<file path="src/rtl/signed_alu_seq_pkg.sv">
// alu_pkg: shared constants and helpers for the signed ALU stage.
//   - W_IN / W_OUT : operand and result widths
//   - OP_*         : opcode encodings (anything else is invalid)
//   - ST_*         : FSM state encoding
//   - sext8, mag4  : sign extension and magnitude helpers
package alu_pkg;

  localparam int W_IN  = 4;
  localparam int W_OUT = 8;

  localparam logic [3:0] OP_ADD = 4'b0001;
  localparam logic [3:0] OP_SUB = 4'b0010;
  localparam logic [3:0] OP_MUL = 4'b0011;

  localparam logic [1:0] ST_IDLE = 2'd0;
  localparam logic [1:0] ST_EXEC = 2'd1;
  localparam logic [1:0] ST_MUL  = 2'd2;
  localparam logic [1:0] ST_DONE = 2'd3;

  // Sign-extend a 4-bit two's-complement operand to the result width.
  function automatic logic [W_OUT-1:0] sext8(input logic [W_IN-1:0] v);
    return {{(W_OUT-W_IN){v[W_IN-1]}}, v};
  endfunction

  // Unsigned magnitude of a 4-bit signed value. -8 wraps to 4'b1000,
  // which read as unsigned is exactly 8, so no extra bit is needed.
  function automatic logic [W_IN-1:0] mag4(input logic [W_IN-1:0] v);
    return v[W_IN-1] ? (~v + 4'd1) : v;
  endfunction

endpackage

</file>
<file path="src/rtl/signed_alu_seq_if.sv">
// signed_alu_seq_if: request/result bundle between the complement stage,
// the ALU and the display stage.
//   master : drives alu_sel, first_nr, second_nr, operation
//   slave  : drives result, alu_finish, alu_busy, op_error
interface signed_alu_seq_if;
  import alu_pkg::*;

  logic             alu_sel;
  logic [W_IN-1:0]  first_nr;
  logic [W_IN-1:0]  second_nr;
  logic [3:0]       operation;
  logic [W_OUT-1:0] result;
  logic             alu_finish;
  logic             alu_busy;
  logic             op_error;

  modport master (
    output alu_sel, first_nr, second_nr, operation,
    input  result, alu_finish, alu_busy, op_error
  );

  modport slave (
    input  alu_sel, first_nr, second_nr, operation,
    output result, alu_finish, alu_busy, op_error
  );
endinterface

</file>
<file path="src/rtl/signed_alu_seq_shift_add_mul4.sv">
// shift_add_mul4: unsigned 4x4 sequential shift-add multiplier.
//   clk, rst (sync, active-low)
//   load  : capture a_mag/b_mag and start 4 iterations on following edges
//   a_mag, b_mag : unsigned operands 0..8
//   prod  : product including the iteration that the next edge performs,
//           so it is final while done is high
//   done  : high during the cycle whose edge performs the last iteration
module shift_add_mul4
  import alu_pkg::*;
(
  input  logic            clk,
  input  logic            rst,
  input  logic            load,
  input  logic [W_IN-1:0] a_mag,
  input  logic [W_IN-1:0] b_mag,
  output logic [6:0]      prod,
  output logic            done
);

  logic [6:0]      a_sh_reg;
  logic [W_IN-1:0] b_reg;
  logic [6:0]      acc_reg;
  logic [1:0]      it_reg;
  logic            run_reg;
  logic [6:0]      acc_next;

  // Max product is 8*8 = 64, which fits 7 bits without carry-out.
  assign acc_next = acc_reg + (b_reg[0] ? a_sh_reg : 7'd0);
  assign prod     = acc_next;
  assign done     = run_reg && (it_reg == 2'd3);

  always_ff @(posedge clk) begin
    if (!rst) begin
      a_sh_reg <= '0;
      b_reg    <= '0;
      acc_reg  <= '0;
      it_reg   <= '0;
      run_reg  <= 1'b0;
    end else if (load) begin
      a_sh_reg <= {3'b000, a_mag};
      b_reg    <= b_mag;
      acc_reg  <= '0;
      it_reg   <= '0;
      run_reg  <= 1'b1;
    end else if (run_reg) begin
      acc_reg  <= acc_next;
      a_sh_reg <= a_sh_reg << 1;
      b_reg    <= b_reg >> 1;
      it_reg   <= it_reg + 2'd1;
      if (it_reg == 2'd3) begin
        run_reg <= 1'b0;
      end
    end
  end

endmodule

</file>
<file path="src/rtl/signed_alu_seq.sv">
// signed_alu_seq: signed 4-bit ALU stage (ADD/SUB in one cycle, MUL via a
// 4-iteration shift-add core). Starts on a rising edge of alu_sel and holds
// the 8-bit sign-extended result with a level alu_finish flag.
//   clk : clock, all logic on posedge
//   rst : synchronous active-low reset
//   bus : signed_alu_seq_if.slave (alu_sel, operands, opcode in;
//         result, alu_finish, alu_busy, op_error out)
module signed_alu_seq
  import alu_pkg::*;
(
  input  logic            clk,
  input  logic            rst,
  signed_alu_seq_if.slave bus
);

  logic [1:0]       state_reg;
  logic             sel_q;
  logic [W_IN-1:0]  a_reg;
  logic [W_IN-1:0]  b_reg;
  logic [3:0]       op_reg;
  logic             neg_reg;
  logic [W_OUT-1:0] result_reg;
  logic             finish_reg;
  logic             err_reg;

  logic             start;
  logic             accept;
  logic             mul_load;
  logic [6:0]       mul_prod;
  logic             mul_done;
  logic [W_OUT-1:0] mul_mag;

  assign start    = bus.alu_sel & ~sel_q;
  // Starts are only honoured when no operation is running; they are not queued.
  assign accept   = start && (state_reg == ST_IDLE || state_reg == ST_DONE);
  assign mul_load = accept && (bus.operation == OP_MUL);
  assign mul_mag  = {1'b0, mul_prod};

  shift_add_mul4 u_mul (
    .clk   (clk),
    .rst   (rst),
    .load  (mul_load),
    .a_mag (mag4(bus.first_nr)),
    .b_mag (mag4(bus.second_nr)),
    .prod  (mul_prod),
    .done  (mul_done)
  );

  always_ff @(posedge clk) begin
    if (!rst) begin
      state_reg  <= ST_IDLE;
      sel_q      <= 1'b0;
      a_reg      <= '0;
      b_reg      <= '0;
      op_reg     <= '0;
      neg_reg    <= 1'b0;
      result_reg <= '0;
      finish_reg <= 1'b0;
      err_reg    <= 1'b0;
    end else begin
      sel_q <= bus.alu_sel;
      case (state_reg)
        ST_IDLE, ST_DONE: begin
          if (accept) begin
            a_reg      <= bus.first_nr;
            b_reg      <= bus.second_nr;
            op_reg     <= bus.operation;
            neg_reg    <= bus.first_nr[W_IN-1] ^ bus.second_nr[W_IN-1];
            finish_reg <= 1'b0;
            err_reg    <= 1'b0;
            state_reg  <= (bus.operation == OP_MUL) ? ST_MUL : ST_EXEC;
          end
        end
        ST_EXEC: begin
          case (op_reg)
            OP_ADD: result_reg <= sext8(a_reg) + sext8(b_reg);
            OP_SUB: result_reg <= sext8(a_reg) - sext8(b_reg);
            default: begin
              result_reg <= '0;
              err_reg    <= 1'b1;
            end
          endcase
          finish_reg <= 1'b1;
          state_reg  <= ST_DONE;
        end
        ST_MUL: begin
          // The core's prod already includes the final iteration here.
          if (mul_done) begin
            result_reg <= neg_reg ? (8'd0 - mul_mag) : mul_mag;
            finish_reg <= 1'b1;
            state_reg  <= ST_DONE;
          end
        end
        default: state_reg <= ST_IDLE;
      endcase
    end
  end

  assign bus.result     = result_reg;
  assign bus.alu_finish = finish_reg;
  assign bus.alu_busy   = (state_reg == ST_EXEC) || (state_reg == ST_MUL);
  assign bus.op_error   = err_reg;

endmodule

</file>
<file path="src/flat_wrapper.sv">
// flat-port wrapper written by rule: the top's interface ports become plain ports
module signed_alu_seq_flat import alu_pkg::*;
  (clk, rst, bus_alu_sel, bus_first_nr, bus_second_nr, bus_operation, bus_result, bus_alu_finish, bus_alu_busy, bus_op_error);
  signed_alu_seq_if bus_i ();
  input  logic clk;
  input  logic rst;
  input wire logic [$bits(bus_i.alu_sel)-1:0] bus_alu_sel;
  input wire logic [$bits(bus_i.first_nr)-1:0] bus_first_nr;
  input wire logic [$bits(bus_i.second_nr)-1:0] bus_second_nr;
  input wire logic [$bits(bus_i.operation)-1:0] bus_operation;
  output wire logic [$bits(bus_i.result)-1:0] bus_result;
  output wire logic [$bits(bus_i.alu_finish)-1:0] bus_alu_finish;
  output wire logic [$bits(bus_i.alu_busy)-1:0] bus_alu_busy;
  output wire logic [$bits(bus_i.op_error)-1:0] bus_op_error;
  assign bus_i.alu_sel = bus_alu_sel;
  assign bus_i.first_nr = bus_first_nr;
  assign bus_i.second_nr = bus_second_nr;
  assign bus_i.operation = bus_operation;
  assign bus_result = bus_i.result;
  assign bus_alu_finish = bus_i.alu_finish;
  assign bus_alu_busy = bus_i.alu_busy;
  assign bus_op_error = bus_i.op_error;
  signed_alu_seq u_core (.clk(clk), .rst(rst), .bus(bus_i));
endmodule
</file>
<file path="config.mk">
export PLATFORM = sky130hd
export DESIGN_NAME = signed_alu_seq_flat
export DESIGN_NICKNAME = d
export VERILOG_FILES = /design/src/rtl/signed_alu_seq_pkg.sv /design/src/rtl/signed_alu_seq_if.sv /design/src/rtl/signed_alu_seq_shift_add_mul4.sv /design/src/rtl/signed_alu_seq.sv /design/src/flat_wrapper.sv
export SDC_FILE = /design/constraint.sdc
export NUM_CORES = 1
export LEC_CHECK = 0
export BUFFER_PORTS_ARGS = -buffer_cell sky130_fd_sc_hd__buf_4
export CELL_PAD_IN_SITES_DETAIL_PLACEMENT = 1
export CELL_PAD_IN_SITES_GLOBAL_PLACEMENT = 1
export CORE_ASPECT_RATIO = 1.75
export CORE_MARGIN = 4
export CORE_UTILIZATION = 41
export DETAILED_ROUTE_END_ITERATION = 10
export PLACE_DENSITY_LB_ADDON = 0.12
export SKIP_LAST_GASP = 1
export SLEW_MARGIN = 25
export SYNTH_ARGS = -nofsm -noshare
export SYNTH_HDL_FRONTEND = slang
export SYNTH_HIERARCHICAL = 1
export SYNTH_SLANG_ARGS = --single-unit
</file>
<file path="constraint.sdc">
create_clock -name clk -period 3.2 [get_ports clk]
set_input_delay 0.16 -clock clk [delete_from_list [all_inputs] [get_ports clk]]
set_output_delay 0.16 -clock clk [all_outputs]
set_load 0.01 [all_outputs]
</file>
Yosys cells after proc, flatten, opt, wreduce, memory -nomap -nowiden

Index checks and enable logic that the tools add are counted.

Flip-flop bits (word level): 47
Bits of input ports: 15
Word-level logic and storage cells: 77

Add/subtract/negate cells: 7
Eq/ne operators: 10
Multiplexer cells: 23
Bitwise gates (word level): 6
Reductions and logical operators: 16

Operators with widths:

| operator                                             | count |
|---|---|
| case mux 8 bit (2 select lines)                      | 2 |
| two-way mux 4 bit                                    | 6 |
| two-way mux 8 bit                                    | 2 |
| adder 4 x 1 -> 4 bit (second input constant)         | 2 |
| equality test 4 x 2 -> 1 bit (second input constant) | 2 |
| inverter 4 bit                                       | 2 |
| subtractor 1 x 7 -> 8 bit (first input constant)     | 1 |
| adder 7 bit                                          | 1 |
| two-way mux 7 bit                                    | 1 |
| equality test 2 bit (second input constant)          | 3 |
| two-way mux 1 bit                                    | 6 |
| two-way mux 2 bit                                    | 3 |
| case mux 2 bit (3 select lines)                      | 1 |
| AND reduction 2 bit                                  | 3 |
| nonzero test 2 bit                                   | 3 |
| OR reduction 2 bit                                   | 3 |
| adder 4 x 4 -> 5 bit                                 | 1 |
| subtractor 4 x 4 -> 5 bit                            | 1 |
| equality test 4 x 1 -> 1 bit (second input constant) | 1 |
| != test 2 x 1 -> 1 bit (second input constant)       | 2 |
| logical AND 1 bit                                    | 3 |
| case mux 1 bit (3 select lines)                      | 1 |
| AND reduction 3 bit                                  | 1 |
| adder 2 x 1 -> 2 bit (second input constant)         | 1 |
| other kinds (8)                                      | 10 |

Depth between registers and ports, before layout

Gate-level depths: netlist of the first run.

Word-level depth: 6
Depth in mapped cells: 13
Depth with buffers taken out: 13

Hierarchy

Netlist of the first run, hierarchy kept.

Modules (own cells, without submodules):

| module         | instances | cells each | area each (um^2) | seq. area each (um^2) |
|---|---|---|---|---|
| signed_alu_seq | 1         | 195        | 1622.8           | 520.5 |
| shift_add_mul4 | 1         | 137        | 1221.2           | 420.4 |

Worst setup path before layout of the first run

Ideal clock, no wire load.

Kind: flip-flop to flip-flop
From: register u_core.op_reg[3]
To: register u_core.result_reg[7] (netlist: u_core/bus.result[7])
Library setup time: 129 ps
Arrival: 2415 ps
Data required time: 3071 ps
Path slack: 655 ps
Stages on the path, launching flop included: 9
Buffers on the path: 0
Clock period less this slack: 2545 ps
Cell sequence: dfxtp_1 nor4b_4 mux2_2 fa_1 nand2b_1 a21oi_1 xor2_1 mux2i_4 a31oi_1

Word-level cells in the longest chain between the ends: 3

RTL lines:

| item                                                                         | RTL line             | text |
|---|---|---|
| start, declared                                                              | signed_alu_seq.sv:20 | `logic [3:0] op_reg;` |
| start signal, assigned                                                       | signed_alu_seq.sv:67 | `op_reg <= bus.operation;` |
| equality test 4 x 2 -> 1 bit or equality test 4 x 1 -> 1 bit (tied branches) | signed_alu_seq.sv:75 | `case (op_reg)` |
| case mux 8 bit (2 select lines) *                                            | signed_alu_seq.sv:75 |  |
| case mux 8 bit (2 select lines) *                                            | signed_alu_seq.sv:62 | `case (state_reg)` |
| end signal, assigned                                                         | signed_alu_seq.sv:76 | `OP_ADD: result_reg <= sext8(a_reg) + sext8(b_reg);` |
| end signal, assigned                                                         | signed_alu_seq.sv:77 | `OP_SUB: result_reg <= sext8(a_reg) - sext8(b_reg);` |
| end signal, assigned                                                         | signed_alu_seq.sv:89 | `result_reg <= neg_reg ? (8'd0 - mul_mag) : mul_mag;` |
| end, declared                                                                | signed_alu_seq.sv:22 | `logic [W_OUT-1:0] result_reg;` |

Mark *: on every way between the ends. The rest lies on a longest branch, timed or not.
A chain may end at the register's enable or synchronous reset.

Worst setup path in the final report of the first run

From: register u_core.u_mul.b_reg[0]
To: register u_core.result_reg[5] (netlist: u_core/bus.result[5])

Word-level cells in the longest chain between the ends: 6

RTL lines:

| item                            | RTL line                            | text |
|---|---|---|
| start, declared                 | signed_alu_seq_shift_add_mul4.sv:21 | `logic [W_IN-1:0] b_reg;` |
| start signal, assigned          | signed_alu_seq_shift_add_mul4.sv:41 | `b_reg <= b_mag;` |
| start signal, assigned          | signed_alu_seq_shift_add_mul4.sv:48 | `b_reg <= b_reg >> 1;` |
| two-way mux 7 bit               | signed_alu_seq_shift_add_mul4.sv:28 | `assign acc_next = acc_reg + (b_reg[0] ? a_sh_reg : 7'd0);` |
| adder 7 bit                     | signed_alu_seq_shift_add_mul4.sv:28 |  |
| net u_core.mul_prod[4]          | signed_alu_seq.sv:29                | `logic [6:0] mul_prod;` |
| subtractor 1 x 7 -> 8 bit       | signed_alu_seq.sv:89                |  |
| two-way mux 8 bit               | signed_alu_seq.sv:89                |  |
| two-way mux 8 bit               | signed_alu_seq.sv:88                | `if (mul_done) begin` |
| case mux 8 bit (2 select lines) | signed_alu_seq.sv:62                |  |

The timed path passes the listed nets, and every way through them passes these cells. The select of a mux whose other input is x is not followed.

==> impl_metrics.toml, run 1 <==
[floorplanning]
coreArea_sq_um = 6640
ios = 26
rows = 39
start_util_pct = 42.9
dieArea_sq_um = 8390
dieWidth_um = 71.0
die_h_um = 118

[grt]
grt_max_degree = 38
grt_pass1_vias = 2493
top_usage_layer = "met2"
gr-usage-met2_pct = 33.5
grt.met1_usage_pct = 18.7
antenna_found_initial = 0
grt_use_total_pct = 17.7
gr-total-overflow = 0
grtUsageMet3_pct = 2.89
grt_pass1_wl_um = 11800

[cts]
htreeDepth = 2
clock-sinks = 47
clock_path_buffers = 2
tritoncts = "yes"
cts_buffers = 5
clk_pin_slew_ps = 60
cts_resized = 0
root_buffer = "clkbuf_16"
cts_setup_buffers = 0
clk-insertion-delay-late_ps = 290
postCtsHoldBufs = 0

[power_and_ir_drop]
p_clk_share_pct = 27.8
ir_drop_uv = 323
leakagePower_nw = 1.37
power.density_nw_per_um2 = 583
switchingPower_mw = 0.619
pwr-share-comb_pct = 33.6
seqPwrFrac_pct = 38.5
sw_frac_of_total_pct = 33.0
intPower_mw = 1.26

[yosys]
seq_area_frac_synth_pct = 33.1
syn_area_sq_um = 2840
synth.avg_cell_area_sq_um = 8.57
syn_nets = 366
synthArstFlopShare_pct = 0
yosys_register_bits = 47
syn_inst = 332
ys_types = 51
yosysWarnings = 6
synth_edf_count = 0
synth_ff_type = "dfxtp_1"

[setup_path]
crit_fanout = 8
worstPathCellList = "and2_1, ha_1, inv_1, fa_1, nor2b_1, or2_2, a21oi_1, xnor2_1, nor3_1, a21boi_0, xor2_1, nand2_1, a31oi_1"
path_buf_inv = 1
worstSetupPathType = "reg -> reg"
critical_path.slowest_cell = "dfxtp_1"
cp.arrival_ps = 3000
path_delay_family = "simple AND/OR/NAND/NOR gates"
worstPathRequired_ps = 3420
worst_setup_path_start_kind = "register"
cpPeakStageDelay_ps = 430
cp-end-kind = "register"

[detailed_routing]
viasPerCell = 5.32
drc = 0
wl_per_cell_um = 16.0
vias = 2302
routed_wl_um = 6920
drt_first_iter_violations = 91
ant_nets = 0
dr.pass1.iters = 4

[sta]
maxSlewHeadroom_pct = 53.5
finalCriticalPeriod_ps = 2780
rsz0062_at_grt = "false"
holdWs_ps = 90.6
final.setup.tns_ps = 0
fin_worst_skew_ps = 6.97
setup_violations = 0
fmax_mhz = 359
fin_crit_sh_pct = 87.0
worst_slew_pin_slew_ps = 697
finalHoldViolCount = 0
final_max_slew_viol_count = 0

[outcome]
status = "complete, no violations"

[flow_run]
max_cap_violations = 0

[final_layout]
final_nets = 385
n_antenna_cell = 0
final_util_pct = 48.4
final_cell_mix = "nand2_1, dfxtp_1, buf_4, inv_1, nor2_1"
largest_register_ffs = 8
final_common_cell = "nand2_1"
drive_gt1_share_pct = 13.1
areaGrowthSynthToFinish_pct = 13.0

[place]
gp_congestion = 0.748
dpl.hpwl_um = 5380
portBuffers = 25

[hold_path]
hp-class = "in -> reg"
==> path summary, 6_finish.rpt <==
check	cells after the start	from	slack, ps	to
hold reg to reg	2	u_core/a_reg[2]$_SDFFE_PN0P_	470	u_core/a_reg[2]$_SDFFE_PN0P_
setup reg to reg	13	u_core/u_mul/b_reg[0]$_SDFFE_PN0P_	420	u_core/bus.result[5]$_SDFFE_PN0P_
setup / recovery	13	u_core/u_mul/b_reg[0]$_SDFFE_PN0P_	420	u_core/bus.result[5]$_SDFFE_PN0P_
hold / removal	2	bus_alu_sel	90	u_core/sel_q$_SDFF_PN0_
==> power by group through the flow <==
stage	clock network (mW)	registers, mW	logic (mW)
floorplan	0	0.736	0.430
global placement	0	0.732	0.626
detailed placement	0	0.736	0.641
CTS	0.548	0.724	0.644
global route	0.564	0.735	0.707
finish	0.522	0.722	0.630
==> stage by stage <==
step           total power, mW  setup slack [ps]  area, sq um  std cells
4_1_cts                   1.92               400         3210        433
6_report                  1.87               415         3210        433
3_5_place_dp              1.38               424         3070        426
2_1_floorplan             1.17               655         2840        332
3_3_place_gp              1.36               511         3070        426
5_1_grt                   2.01               109         3210        433
==> layer usage <==
metal,vias up,wire (um)
met5,-,0
met4,0,140
met2,23,3950
met3,11,169
met1,1097,2650
li1,1171,-
==> Yosys cell counts (2+ instances only) <==
cell      instances  area share, %
o21a_1            3           0.79
clkbuf_1          4           0.53
o21ai_0          17            3.0
or2_2             2           0.44
mux2i_1          12            4.2
buf_4             2           0.53
nor3b_1           6            1.6
dfxtp_1          47             33
xnor2_1          14            4.3
inv_1            19            2.5
a21oi_1          10            1.8
or3b_1            2           0.62
and2_1           13            2.9
a211o_1           2           0.62
fa_1              2            1.4
nor2b_1           6            1.3
nor4b_1           2           0.62
a21boi_0         14            3.7
buf_2             9            1.6
nor2_1           18            2.4
nand3_1           5           0.88
nand2_1          49            6.5
nor3_1            2           0.35
o211a_1           6            2.1
a31oi_1           6            1.3
nand2b_1          7            1.5
ha_1             17            7.5
o31ai_1           2           0.53
a21o_1            2           0.53
xor2_1            5            1.5
nand3b_1          3           0.79
o211ai_1          4            1.1
mux2_2            2           0.79
==> cells by family after synthesis <==
| family | count (synthesis) | synth area share [%] |
|---|---|---|
| and+or+nand+nor | 122 | 22.6 |
| buffers and inverters | 35 | 5.54 |
| AOI/OAI and AO/OA | 75 | 18.2 |
| muxes | 15 | 5.81 |
| xor gates and xnor gates | 19 | 5.85 |
| DFF | 47 | 33.1 |
| adders and majority gates | 19 | 8.89 |
==> worst register-to-register path, stage by stage, from the launching register on <==
cell and delay, ps:
dfxtp_1 430, and2_1 160, ha_1 190, inv_1 60, fa_1 390, nor2b_1 160
or2_2 140, a21oi_1 100, xnor2_1 290, nor3_1 120, a21boi_0 250, xor2_1 180
nand2_1 70, a31oi_1 180
==> area by class of cell <==
| cell class | count | area [sq um] |
|---|---|---|
| clock buffers | 6 | 139 |
| clock inverters | 1 | 5.00 |
| fillers | 837 | 3420 |
| inverters | 19 | 71.3 |
| flip-flops and latches | 47 | 941 |
| well taps | 82 | 103 |
| repair buffers | 28 | 210 |
| multi-input cells | 250 | 1750 |
Note: power is estimated with default switching activity, not from simulation.
==> run 2, diff against run 1 <==
Settings changed: MAX_ROUTING_LAYER set to met4.
==> impl_metrics.toml, run 2 (synthesized netlist as in run 1, its figures left out) <==
[outcome]
status = "complete, no violations"

[detailed_routing]
vias = 2310
route.met3.wl_um = 172
wl_met2_um = 3950
wl_met1_um = 2660
viasPerCell = 5.33
ant_nets = 0
wl_per_cell_um = 16.0
drt_first_iter_violations = 84
routed_wl_um = 6930
top_layer_used = "met4"
drc = 0
dr.pass1.iters = 4

[cts]
postCtsHoldBufs = 0
cts_buffers = 5
cts_setup_buffers = 0
clk-insertion-delay-late_ps = 290
clk_pin_slew_ps = 60
clock_path_buffers = 2
cts_resized = 0
tritoncts = "yes"
root_buffer = "clkbuf_16"
clock-sinks = 47
htreeDepth = 2

[sta]
rsz0062_at_grt = "false"
final.setup.tns_ps = 0
maxSlewHeadroom_pct = 53.9
fin_worst_skew_ps = 6.17
finalHoldViolCount = 0
holdWs_ps = 91.1
fmax_mhz = 359
fin_ws_ps = 417
finalCriticalPeriod_ps = 2780
fin_crit_sh_pct = 87.0
setup_violations = 0
final_max_slew_viol_count = 0
worst_slew_pin_slew_ps = 690

[setup_path]
worst_setup_path_start_kind = "register"
cp-end-kind = "register"
worstSetupPathType = "reg -> reg"
cp.arrival_ps = 3000
worstPathRequired_ps = 3420
crit_fanout = 8

[floorplanning]
coreArea_sq_um = 6640
dieWidth_um = 71.0
rows = 39
ios = 26
die_h_um = 118
start_util_pct = 42.9
dieArea_sq_um = 8390

[grt]
grt_max_degree = 38
antenna_found_initial = 0
grt_pass1_wl_um = 11800
grt_use_total_pct = 18.2
gr-total-overflow = 0
grt_pass1_vias = 2486

[final_layout]
largest_register_ffs = 8
final_nets = 385
drive_gt1_share_pct = 13.1
areaGrowthSynthToFinish_pct = 13.0
final_cell_mix = "nand2_1, dfxtp_1, buf_4, inv_1, nor2_1"
n_antenna_cell = 0
final_common_cell = "nand2_1"

[place]
portBuffers = 25
dpl.hpwl_um = 5380
gp_congestion = 0.757
place_ws_ps = 424

[hold_path]
hp-class = "in -> reg"

[power_and_ir_drop]
power.density_nw_per_um2 = 583
leakagePower_nw = 1.37
p_total_mw = 1.88
ir_drop_uv = 323

[flow_run]
max_cap_violations = 0
## run 2: cell counts in the layout (fill, tap and decap cells not counted)
No cell type changed its count.
## run 2: layer usage
| metal | track usage, % | vias up |
|---|---|---|
| met5 | - | - |
| met4 | 7.29 | 0 |
| li1 | - | 1173 |
| met1 | 18.6 | 1100 |
| met2 | 33.5 | 25 |
| met3 | 2.89 | 12 |
## run 2: critical path: stages, from the launching register on
cell and delay [ps]:
dfxtp_1 420, and2_1 160, ha_1 190, inv_1 60
fa_1 390, nor2b_1 160, or2_2 140, a21oi_1 100
xnor2_1 290, nor3_1 120, a21boi_0 250, xor2_1 180
nand2_1 70, a31oi_1 170
## run 2: where the power goes
group,internal (mW),total [mW],switching (mW)
registers,0.663,0.722,0.0584
logic,0.287,0.632,0.345
clock network,0.305,0.521,0.216
total,1.26,1.88,0.620
## run 2: worst paths after layout
kind / startpoint / endpoint / slack (ps) / cells after the start
setup / recovery: u_core/u_mul/b_reg[0]$_SDFFE_PN0P_ / u_core/bus.result[5]$_SDFFE_PN0P_ / 420 / 13
hold / removal: bus_alu_sel / u_core/sel_q$_SDFF_PN0_ / 90 / 2
setup reg to reg: u_core/u_mul/b_reg[0]$_SDFFE_PN0P_ / u_core/bus.result[5]$_SDFFE_PN0P_ / 420 / 13
hold reg to reg: u_core/a_reg[2]$_SDFFE_PN0P_ / u_core/a_reg[2]$_SDFFE_PN0P_ / 470 / 2
## run 2: through the flow
| step | area, sq um | utilization (%) | instances |
|---|---|---|---|
| floorplan | 2840 | - | 332 |
| CTS | 3210 | 48.4 | 433 |
| global placement | 3070 | 46.3 | 426 |
| finish | 3210 | 48.4 | 433 |
| detailed placement | 3070 | 46.3 | 426 |
| global route | 3210 | 48.4 | 433 |
## run 2: area by class of cell
| cell class | count | area [sq um] |
|---|---|---|
| Tap cell | 82 | 103 |
| Clock buffer | 6 | 139 |
| Sequential cell | 47 | 941 |
| Timing Repair Buffer | 28 | 210 |
| Inverter | 19 | 71.3 |
| Fill cell | 837 | 3420 |
| Multi-Input combinational cell | 250 | 1750 |
| Clock inverter | 1 | 5.00 |
==> run 3, diff against run 2 <==
Settings changed: ABC_AREA set to 1, PLACE_DENSITY set to 0.8, PLACE_DENSITY_LB_ADDON 0.12 to not set.
==> impl_metrics.toml, run 3 <==
[outcome]
status = "complete, no violations"

[detailed_routing]
wl_met1_um = 2800
dr.pass1.iters = 5
ant_nets = 0
wl_met2_um = 4430
wl_per_cell_um = 14.7
vias = 2723
top_layer_used = "met4"
route.met3.wl_um = 197
routed_wl_um = 7660
drt_first_iter_violations = 139
viasPerCell = 5.22
drc = 0

[place]
postPlaceCellArea_sq_um = 3080
portBuffers = 25
place_inst = 514
dpl.hpwl_um = 6020
gp_congestion = 0.798

[floorplanning]
coreArea_sq_um = 6810
rows = 40
die_h_um = 118
dieWidth_um = 71.0
ios = 26
start_util_pct = 41.9
dieArea_sq_um = 8400

[grt]
grt_pass1_vias = 2956
grt_max_degree = 32
grt_pass1_wl_um = 13500
antenna_found_initial = 0
gr-total-overflow = 0
grt_use_total_pct = 20.6

[cts]
clk-insertion-delay-late_ps = 290
cts_setup_buffers = 0
clk_pin_slew_ps = 70
cts_resized = 0
htreeDepth = 2
postCtsHoldBufs = 0
clock_path_buffers = 2
tritoncts = "yes"
clock-sinks = 47
root_buffer = "clkbuf_16"
cts_buffers = 5

[sta]
finalHoldViolCount = 0
finalCriticalPeriod_ps = 2600
worst_slew_pin_slew_ps = 437
maxSlewHeadroom_pct = 70.9
final_max_slew_viol_count = 0
setup_violations = 0
fmax_mhz = 385
fin_worst_skew_ps = 5.73
rsz0062_at_grt = "false"
final.setup.tns_ps = 0
fin_crit_sh_pct = 81.2

[hold_path]
hold_depth = 3
hold_start = "bus_alu_sel"
min_to = "u_core/sel_q$_SDFF_PN0_"
hp-class = "in -> reg"

[setup_path]
crit_fanout = 9
r2r_cells = 18
r2r-end = "u_core/bus.result[5]$_SDFFE_PN0P_"
cp.arrival_ps = 2780
worstSetupPathType = "reg -> reg"
worst_setup_path_start_kind = "register"
r2r_start = "u_core/u_mul/b_reg[0]$_SDFFE_PN0P_"
worstPathRequired_ps = 3380
reg2reg_slack_ps = 600
cp-end-kind = "register"

[yosys]
synth_ff_type = "dfxtp_1"
syn_inst = 417
syn_nets = 451
synth_edf_count = 0
yosys_register_bits = 47
yosys.area.top_type = "dfxtp_1"
syn_area_sq_um = 2850
seq_area_frac_synth_pct = 33.0
synth_top_area_share_pct = 33.0
synth.avg_cell_area_sq_um = 6.84
synth_area_leaders = "dfxtp_1, nand2_1, a21oi_1"
ys_types = 36
yosysWarnings = 6
synthArstFlopShare_pct = 0
ys_top_cells_by_count = "nand2_1, inv_1, dfxtp_1, a21oi_1, nor2_1"
yosysMostFrequentCell = "nand2_1"

[power_and_ir_drop]
ir_drop_uv = 437
p_clk_share_pct = 23.5
leakagePower_nw = 1.56
pwr-share-comb_pct = 41.6
sw_frac_of_total_pct = 39.4
power.density_nw_per_um2 = 706
intPower_mw = 1.38
switchingPower_mw = 0.896
seqPwrFrac_pct = 34.9

[final_layout]
fin_cells = 522
final_nets = 471
largest_register_ffs = 8
drive_gt1_share_pct = 13.5
areaGrowthSynthToFinish_pct = 13.1
n_antenna_cell = 0
final_area_sq_um = 3220
final_util_pct = 47.4
final_cell_mix = "nand2_1, inv_1, dfxtp_1, a21oi_1, nor2_1"
nFillCells = 948
final_common_cell = "nand2_1"

[flow_run]
max_cap_violations = 0
[run 3: worst max-delay path by stage]
| stage | from | to | slack (ps) |
|---|---|---|---|
| 4_1_cts | u_core/u_mul/b_reg[0]$_SDFFE_PN0P_ | u_core/bus.result[5]$_SDFFE_PN0P_ | 580 |
| 2_1_floorplan | u_core/u_mul/b_reg[0]$_SDFFE_PN0P_ | u_core/bus.result[5]$_SDFFE_PN0P_ | 940 |
| 3_5_place_dp | u_core/u_mul/b_reg[0]$_SDFFE_PN0P_ | u_core/bus.result[5]$_SDFFE_PN0P_ | 650 |
| 6_report | u_core/u_mul/b_reg[0]$_SDFFE_PN0P_ | u_core/bus.result[5]$_SDFFE_PN0P_ | 600 |
| 3_3_place_gp | u_core/u_mul/b_reg[0]$_SDFFE_PN0P_ | u_core/bus.result[5]$_SDFFE_PN0P_ | 730 |
| 5_1_grt | u_core/u_mul/b_reg[0]$_SDFFE_PN0P_ | u_core/bus.result[5]$_SDFFE_PN0P_ | 250 |
[run 3: logic make-up (layout without fill, tap and decap cells)]
kind of cell | count (synthesis) | in the layout | synth area share [%]
simple gates | 183 | 183 | 28.9
compound gates | 83 | 83 | 15.6
buf+inv | 78 | 99 | 11.5
flops | 47 | 47 | 33.0
fa+ha+maj | 19 | 19 | 8.87
xor+xnor | 7 | 7 | 2.15
[run 3: metal layers]
layer  global-route usage [%]  vias up
met5                        -        -
met4                     7.76        0
met3                     2.89       12
met2                     39.2       36
met1                     20.3     1303
li1                         -     1372
[run 3: metrics by stage]
| step | setup slack [ps] | power [mW] | hold slack, ps |
|---|---|---|---|
| after floorplan | 942 | 1.48 | 253 |
| after global placement | 734 | 1.73 | 347 |
| after detailed placement | 645 | 1.76 | 357 |
| after CTS | 584 | 2.31 | 55.2 |
| after global routing | 252 | 2.49 | 70.6 |
| final | 602 | 2.28 | 55.8 |
[run 3: power groups by stage]
stage,sequential (mW),combinational (mW),clock (mW)
floorplan,0.809,0.667,0
global placement,0.804,0.925,0
detailed placement,0.807,0.954,0
CTS,0.797,0.963,0.549
global route,0.813,1.10,0.574
finish,0.795,0.946,0.534
[run 3: critical path, stage by stage, from the launching register on]
cell     delay (ps)
dfxtp_1         480
nand2_1          90
inv_1            70
ha_1            180
inv_1            60
fa_1            400
inv_1            90
nand2_1          50
nand2_1          80
nand2_1          70
or2_1           240
nand2_1         130
nor2_1           50
nand3_1         130
nand3_1          80
nand2_1          80
nor2_1           50
nor2_1           90
a21oi_1          70
[run 3: final cells by class]
| cell class | instances | area (sq um) | area share [%] |
|---|---|---|---|
| flip-flops and latches | 47 | 941 | 29.2 |
| repair buffers | 27 | 203 | 6.29 |
| multi-input cells | 292 | 1580 | 49.0 |
| clock inverters | 3 | 22.5 | 0.698 |
| clock buffers | 5 | 125 | 3.88 |
| well taps | 84 | 105 | 3.26 |
| inverters | 64 | 246 | 7.64 |
